--- src/rtl/flash_dma_arbiter.sv ---
// flash_dma_arbiter: round-robin arbiter of per-channel word reads onto one flash port,
// with sequential-read continuation when consecutive addresses arrive within a short window.
module flash_dma_arbiter #(
  parameter int CHANNELS = 2,
  parameter int ADDR_WIDTH = 18,
  parameter int FLASH_ADDR_WIDTH = 24,
  parameter logic [FLASH_ADDR_WIDTH-1:0] FLASH_BASE = 24'h100000,
  parameter int CONT_WINDOW = 4
) (
  input  logic                             clk,
  input  logic                             reset,
  input  logic [CHANNELS*ADDR_WIDTH-1:0]   read_address,
  input  logic [CHANNELS-1:0]              read_en,
  output logic [CHANNELS-1:0]              read_ready,
  output logic [31:0]                      read_data,
  output logic                             flash_valid,
  output logic [FLASH_ADDR_WIDTH-1:0]      flash_addr,
  output logic                             flash_continue,
  input  logic                             flash_ready,
  input  logic [31:0]                      flash_rdata,
  output logic                             busy
);
  localparam int PW = CHANNELS > 1 ? $clog2(CHANNELS) : 1;
  localparam int CW = $clog2(CONT_WINDOW + 2);
  localparam logic [CW-1:0] CNT_MAX = CW'(CONT_WINDOW + 1);
  typedef enum logic [1:0] {IDLE, ISSUE, DONE} state_t;
  state_t state, state_n;
  logic [CHANNELS-1:0] read_en_r, read_en_d, edge_det, pending, clr;
  logic [CHANNELS*ADDR_WIDTH-1:0] addr_q;
  logic [PW-1:0] rr_ptr, grant, pick;
  logic found, done, cont_valid;
  logic [FLASH_ADDR_WIDTH-1:0] last_addr;
  logic [CW-1:0] idle_cnt;
  assign edge_det = read_en_r & ~read_en_d;
  assign flash_valid = state == ISSUE;
  assign done = flash_valid & flash_ready;
  assign clr = done ? CHANNELS'(1) << grant : '0;
  assign busy = |pending | (state != IDLE);
  assign flash_continue = flash_valid && cont_valid && idle_cnt <= CW'(CONT_WINDOW)
                          && flash_addr == last_addr + FLASH_ADDR_WIDTH'(4);
  // first pending channel strictly after the last served one, wrapping around
  always_comb begin
    found = 1'b0;
    pick = '0;
    for (int i = 1; i <= CHANNELS; i++) begin
      if (!found && pending[(int'(rr_ptr) + i) % CHANNELS]) begin
        found = 1'b1;
        pick = PW'((int'(rr_ptr) + i) % CHANNELS);
      end
    end
  end
  always_ff @(posedge clk or posedge reset) begin
    if (reset) begin
      read_en_r <= '0;
      read_en_d <= '0;
      pending <= '0;
      addr_q <= '0;
    end else begin
      read_en_r <= read_en;
      read_en_d <= read_en_r;
      pending <= (pending & ~clr) | edge_det;
      for (int n = 0; n < CHANNELS; n++)
        if (edge_det[n] && (!pending[n] || clr[n]))
          addr_q[n*ADDR_WIDTH +: ADDR_WIDTH] <= read_address[n*ADDR_WIDTH +: ADDR_WIDTH];
    end
  end
  always_ff @(posedge clk or posedge reset) begin
    if (reset) state <= IDLE;
    else state <= state_n;
  end
  always_comb begin
    state_n = state;
    if (state == IDLE && found) state_n = ISSUE;
    else if (done) state_n = DONE;
    else if (state == DONE) state_n = IDLE;
  end
  always_ff @(posedge clk or posedge reset) begin
    if (reset) begin
      read_ready <= '0;
      read_data <= '0;
      flash_addr <= '0;
      grant <= '0;
      rr_ptr <= '0;
      last_addr <= '0;
      cont_valid <= 1'b0;
      idle_cnt <= CNT_MAX;
    end else begin
      read_ready <= state == DONE ? CHANNELS'(1) << grant : '0;
      if (state == IDLE && found) begin
        grant <= pick;
        flash_addr <= FLASH_BASE + FLASH_ADDR_WIDTH'(addr_q[pick*ADDR_WIDTH +: ADDR_WIDTH]);
      end
      if (done) begin
        read_data <= flash_rdata;
        last_addr <= flash_addr;
        cont_valid <= 1'b1;
        idle_cnt <= '0;
        rr_ptr <= grant;
      end else if (!flash_valid && idle_cnt != CNT_MAX) begin
        idle_cnt <= idle_cnt + CW'(1);
      end
    end
  end
endmodule
--- config.mk ---
export PLATFORM = sky130hd
export DESIGN_NAME = flash_dma_arbiter
export DESIGN_NICKNAME = d
export VERILOG_FILES = /design/src/rtl/flash_dma_arbiter.sv
export SDC_FILE = /design/constraint.sdc
export NUM_CORES = 1
export LEC_CHECK = 0
export CORE_MARGIN = 5
export CORE_UTILIZATION = 35
export CTS_CLUSTER_DIAMETER = 100
export CTS_CLUSTER_SIZE = 40
export DETAILED_ROUTE_END_ITERATION = 7
export PLACE_DENSITY = 0.66
export SLEW_MARGIN = 20
export SYNTH_ARGS = -nofsm -noshare
export SYNTH_HDL_FRONTEND = slang
export SYNTH_SLANG_ARGS = --single-unit
--- constraint.sdc ---
create_clock -name clk -period 7.93 [get_ports clk]
set_input_delay 1.586 -clock clk [delete_from_list [all_inputs] [get_ports clk]]
set_output_delay 1.586 -clock clk [all_outputs]
set_load 0.02 [all_outputs]
# Yosys cells after proc, flatten, opt, wreduce, memory -nomap -nowiden
# Cells that the tools add are included.
[classes]
n_addsub = 5
mul = 1
n_lt_le_gt_ge = 3
eq_ne = 4
n_shift = 2
muxes = 17
bitwise = 9
n_reduce_logical = 19
[ops]
columns = ["operator", "n"]
rows = [
  ["36-bit by 7-bit variable part select with 18-bit output", 1],
  ["24-bit by 3-bit adder with 24-bit output, second input constant", 1],
  ["24-bit == test", 1],
  ["21-bit by 18-bit adder with 22-bit output, first input constant", 1],
  ["1-bit two-way mux", 10],
  ["2-bit two-way mux", 5],
  ["1-bit logical AND", 8],
  ["2-bit by 3-bit < comparator with 1-bit output, second input constant", 2],
  ["3-bit two-way mux", 2],
  ["1-bit by 4-bit multiplier with 5-bit output, second input constant", 1],
  ["2-bit bitwise AND", 2],
  ["1-bit logical NOT", 4],
  ["2-bit inverter", 2],
  ["2-bit nonzero test", 2],
  ["3-bit by 1-bit adder with 3-bit output, second input constant", 1],
  ["3-bit <= comparator, second input constant", 1],
  ["3-bit != test, second input constant", 1],
  ["3-bit nonzero test", 1],
  ["1-bit adder, second input constant", 2],
  ["1-bit bitwise AND, first input constant", 2],
  ["2-bit by 1-bit == test with 1-bit output, second input constant", 1],
  ["2-bit == test, second input constant", 1],
  ["2-bit logical NOT", 1],
  ["1-bit logical OR", 2],
  ["other kinds (5)", 5],
]
[word_totals]
regBits = 132
input_bits = 73
output_inout_bits = 61
word_cells = 74

# Depth between registers and ports, before layout
[depth]
depth_word = 12
depth_mapped = 7

# Worst setup path after synthesis
# OpenSTA, ideal clock, no wires.
[synth_path]
path_kind = "reg-to-output"
startpoint = "register last_addr[2]"
endpoint = "output port flash_continue"
arrival_time_ns = 2.341
required_ns = 6.344
path_slack_ns = 4.003
path_stages_with_launch = 7
path_cell_list = "dfrtp_1 > ha_1 > buf_2 > a41oi_1 > or4_1 > or4_1 > nor4_2"
[synth_between]
elab_chain_cells = 3
[synth_lines]
columns = ["element", "line_no", "source"]
rows = [
  ["start: declaration", "32", "logic [FLASH_ADDR_WIDTH-1:0] last_addr;"],
  ["start signal: assignment", "95", "last_addr <= flash_addr;"],
  ["24-bit by 3-bit adder with 24-bit output", "40", "&& flash_addr == last_addr + FLASH_ADDR_WIDTH'(4);"],
  ["24-bit == test", "40", ""],
  ["1-bit logical AND", "40", ""],
  ["end: declaration", "18", "output logic flash_continue,"],
]
# Every way passes these cells.

# Worst setup path in the final report
# Same ends and word-level chain as after synthesis.

==> summary.json <==
{
  "hold_slack": {"value": 0.373, "unit": "ns"},
  "tritoncts_num_sinks": {"value": 122},
  "io_pins": {"value": 134},
  "peak_ir_drop_on_the_vdd_network": {"value": 0.172, "unit": "mV"},
  "switchingPower": {"value": 1.15, "unit": "mW"},
  "routed_wire_length_per_instance": {"value": 14.1, "unit": "um"},
  "final_instance_area": {"value": 7540, "unit": "um^2"},
  "synth_fa_ha_area_share": {"value": 0.925, "unit": "%"},
  "crit_path_max_delay_family": {"value": "simple AND/OR/NAND/NOR gates"},
  "cts.clk_slew.worst_paths": {"value": 0.06, "unit": "ns"},
  "drt_pre_antenna_iters": {"value": 4},
  "setup_total_negative_slack": {"value": 0, "unit": "ns"},
  "worst_pin_slew": {"value": 1.00, "unit": "ns"},
  "crit_path_frequent_cell": {"value": "sky130_fd_sc_hd__or4_1"},
  "worst_ep_arrival": {"value": 3.44, "unit": "ns"},
  "finish.net_count": {"value": 725},
  "fin_crit_sh": {"value": 63.4, "unit": "%"},
  "final-max-slew-violation-count": {"value": 0},
  "seq_area_frac_synth": {"value": 56.5, "unit": "%"},
  "clock_tree.buffer_depth": {"value": 2},
  "synth_edf_count": {"value": 0},
  "netlist_area": {"value": 5410, "unit": "um^2"},
  "pwr-share-seq": {"value": 35.4, "unit": "%"},
  "postCtsResizedCells": {"value": 0},
  "drcViolationCount": {"value": 0},
  "core-area": {"value": 15200, "unit": "um^2"},
  "synth_compound_gate_area_share": {"value": 5.32, "unit": "%"},
  "sw_share": {"value": 35.2, "unit": "%"},
  "path_cells": {"value": "ha_1, a41oi_1, or4_1, or4_1, nor4_2, clkdlybuf4s50_1"},
  "hpwl": {"value": 8.47, "unit": "mm"},
  "outcome": {"value": "complete, no violations"},
  "hold_path.class": {"value": "register to register"},
  "postSynth.topFlopCell": {"value": "sky130_fd_sc_hd__dfrtp_1"},
  "ys_seq_elements": {"value": 122},
  "worst_case_setup_slack_after_placement": {"value": 3.29, "unit": "ns"},
  "wl": {"value": 12.0, "unit": "mm"},
  "worstSetupEndpointType": {"value": "output pin"},
  "first_global_vias": {"value": 4173},
  "clkLatencyLatePin": {"value": 0.41, "unit": "ns"},
  "ys_async_sr_fraction": {"value": 100, "unit": "%"},
  "clkPwrFrac": {"value": 27.2, "unit": "%"},
  "grt_util_all_layers": {"value": 14.1, "unit": "%"},
  "slew-limit-headroom": {"value": 33.0, "unit": "%"},
  "initial_core_util": {"value": 35.6, "unit": "%"},
  "io_buffer_count": {"value": 128},
  "vias": {"value": 4019},
  "post_synth_inst_count": {"value": 522},
  "place_congestion": {"value": 0.786},
  "grt_pass1_wl": {"value": 20.6, "unit": "mm"},
  "postCtsSetupRepairBufs": {"value": 0},
  "drive_above_1_share": {"value": 11.6, "unit": "%"},
  "via_per_inst": {"value": 4.73},
  "power.combinational.fraction": {"value": 37.4, "unit": "%"},
  "detail_route_antenna_nets": {"value": 0},
  "cp_num_buf_inv": {"value": 1},
  "stdcell_count": {"value": 849},
  "rsz0062_at_grt": {"value": "false"},
  "synth_cell_type_count": {"value": 50},
  "tritoncts.num_buffers": {"value": 17},
  "ctsHoldBuffers": {"value": 0},
  "pin_count_of_the_biggest_net_entering_global_routing": {"value": 78},
  "die-height": {"value": 134, "unit": "um"},
  "final.min_clock_period": {"value": 5.03, "unit": "ns"},
  "pwr_per_cell_area": {"value": 434, "unit": "nW/um^2"},
  "max_cap_viol_count": {"value": 0},
  "grt.overflow.total": {"value": 0},
  "die_w": {"value": 134, "unit": "um"},
  "syn2layout_area_growth": {"value": 39.4, "unit": "%"},
  "post_synth_xor_area_fraction": {"value": 3.24, "unit": "%"},
  "static-leakage-power": {"value": 3.42, "unit": "nW"},
  "floorplan.rows": {"value": 45},
  "first_iter_violations": {"value": 155},
  "cts_tree": {"value": "built"},
  "synth.area.mux_share": {"value": 11.8, "unit": "%"},
  "finalPower": {"value": 3.27, "unit": "mW"},
  "worstSetupStartpointType": {"value": "register"},
  "setup_viol_count_final": {"value": 0},
  "die-area": {"value": 18000, "unit": "um^2"},
  "dp.cells": {"value": 817},
  "synth_top_family_by_area": {"value": "simple AND/OR/NAND/NOR gates"},
  "maxClockFrequency": {"value": 199, "unit": "MHz"},
  "slowest_delay": {"value": 0.67, "unit": "ns"},
  "post-route-util": {"value": 49.6, "unit": "%"},
  "antenna_cells_inserted": {"value": 0},
  "clock_tree.root_cell": {"value": "sky130_fd_sc_hd__clkbuf_16"},
  "yosys_warnings": {"value": 0},
  "critical_path.slowest_cell": {"value": "sky130_fd_sc_hd__clkdlybuf4s50_1"},
  "crit_fanout": {"value": 9},
  "clock_skew": {"value": 0.00538, "unit": "ns"},
  "setup.worst_path.class": {"value": "register to output pin"},
  "timing.final.hold_violations": {"value": 0},
  "synth_area_per_cell": {"value": 10.4, "unit": "um^2"},
  "dpl-instance-area": {"value": 6850, "unit": "um^2"},
  "internal-power": {"value": 2.12, "unit": "mW"},
  "cp.required": {"value": 6.34, "unit": "ns"},
  "timing.final.ws_setup": {"value": 2.90, "unit": "ns"},
  "post_synth_and_or_nand_nor_area_fraction": {"value": 19.0, "unit": "%"},
  "h-tree-depth": {"value": 4},
  "antenna_found_initial": {"value": 0}
}
[flip-flops by register name, summed over array words and instances, names as in the netlist]
register	count
read_en_d	2
grant	1
addr_q	36
pending	2
read_ready	2
state	2
last_addr	19
read_en_r	2
read_data	32
idle_cnt	3
cont_valid	1
rr_ptr	1
flash_addr	19
[cells in the final DEF, fill, tap and decap left out, types with 3 or more instances in the layout]
cell type / Yosys / routed
sky130_fd_sc_hd__nor3b_1: 4 / 3
sky130_fd_sc_hd__mux2_2: 29 / 29
sky130_fd_sc_hd__inv_1: 8 / 7
sky130_fd_sc_hd__buf_4: 6 / 4
sky130_fd_sc_hd__bufinv_16: 0 / 6
sky130_fd_sc_hd__xnor2_1: 11 / 11
sky130_fd_sc_hd__nor2_1: 7 / 7
sky130_fd_sc_hd__nand2b_1: 6 / 6
sky130_fd_sc_hd__clkbuf_16: 0 / 17
sky130_fd_sc_hd__o21ai_0: 28 / 27
sky130_fd_sc_hd__nand2_1: 181 / 180
sky130_fd_sc_hd__mux2_1: 10 / 10
sky130_fd_sc_hd__xor2_1: 9 / 9
sky130_fd_sc_hd__mux2i_1: 20 / 20
sky130_fd_sc_hd__nor4_1: 4 / 4
sky130_fd_sc_hd__conb_1: 1 / 5
sky130_fd_sc_hd__clkdlybuf4s50_1: 0 / 128
sky130_fd_sc_hd__a21oi_1: 4 / 4
sky130_fd_sc_hd__ha_1: 4 / 4
sky130_fd_sc_hd__o22ai_1: 3 / 3
sky130_fd_sc_hd__nor2b_1: 3 / 3
sky130_fd_sc_hd__clkinv_4: 0 / 5
sky130_fd_sc_hd__dfrtp_1: 120 / 120
sky130_fd_sc_hd__nand3_1: 5 / 5
[per-layer routing]
metal  wire length [um]  share of wire, %  vias up  global-route usage, %
met5                  0                 0        -                      0
met4                194               1.6        0                   4.92
met3                886               7.4       16                   5.33
met2               5590                47      122                   22.7
met1               5320                44     1897                   17.5
li1                   -                 -     1984                      -
[cell type report]
type,instances,area [um^2]
Multi-Input combinational cell,367,2210
Clock buffer,19,453
Fill cell,1365,7660
Inverter,8,32.5
Clock inverter,13,240
Sequential cell,122,3060
Timing Repair Buffer,132,1310
Tap cell,188,235
[cells in the mapped netlist (all sizes together), types with 2 or more instances]
master | instances | area [um^2]
nand2 | 181 | 679
dfrtp | 120 | 3000
mux2 | 39 | 439
o21ai | 28 | 140
mux2i | 20 | 200
buf | 19 | 105
xnor2 | 11 | 96.3
clkbuf | 10 | 37.5
xor2 | 9 | 78.8
inv | 8 | 30.0
nor2 | 7 | 26.3
nand2b | 6 | 37.5
nor4 | 6 | 58.8
a21oi | 5 | 28.8
nand3 | 5 | 25.0
ha | 4 | 50.1
nor3b | 4 | 30.0
nand4 | 3 | 33.8
nor2b | 3 | 18.8
o22ai | 3 | 18.8
a22o | 2 | 17.5
and2 | 2 | 12.5
and3 | 2 | 12.5
and3b | 2 | 17.5
dfstp | 2 | 52.6
nor3 | 2 | 10.0
o21a | 2 | 15.0
or4 | 2 | 15.0
[worst paths after layout]
path | from | end | slack (ns) | depth (start not counted)
max | last_addr[2] | flash_continue | 2.90 | 6
min | read_en_r[0] | read_en_d[0] | 0.37 | 0
min in group asynchronous | reset | read_en_d[1] | 1.59 | 2
max reg2reg | state[1] | addr_q[26] | 4.78 | 5
max in group asynchronous | reset | addr_q[24] | 4.94 | 3
min reg2reg | read_en_r[0] | read_en_d[0] | 0.37 | 0
[power by group through the flow]
stage / clock network, mW / logic [mW] / registers [mW]
after floorplan: 0 / 0.670 / 1.25
after global placement: 0 / 1.21 / 1.15
after detailed placement: 0 / 1.24 / 1.17
after CTS: 0.913 / 1.25 / 1.16
after global routing: 0.943 / 1.36 / 1.20
final: 0.890 / 1.22 / 1.16
[kinds of logic after synthesis]
logic type | count (synthesis)
simple gates | 231
fa+ha+maj | 4
compound gates | 48
mux | 59
buf+inv | 37
flops | 122
other cells | 1
xor+xnor | 20
Note: power is estimated with default switching activity, not from simulation.
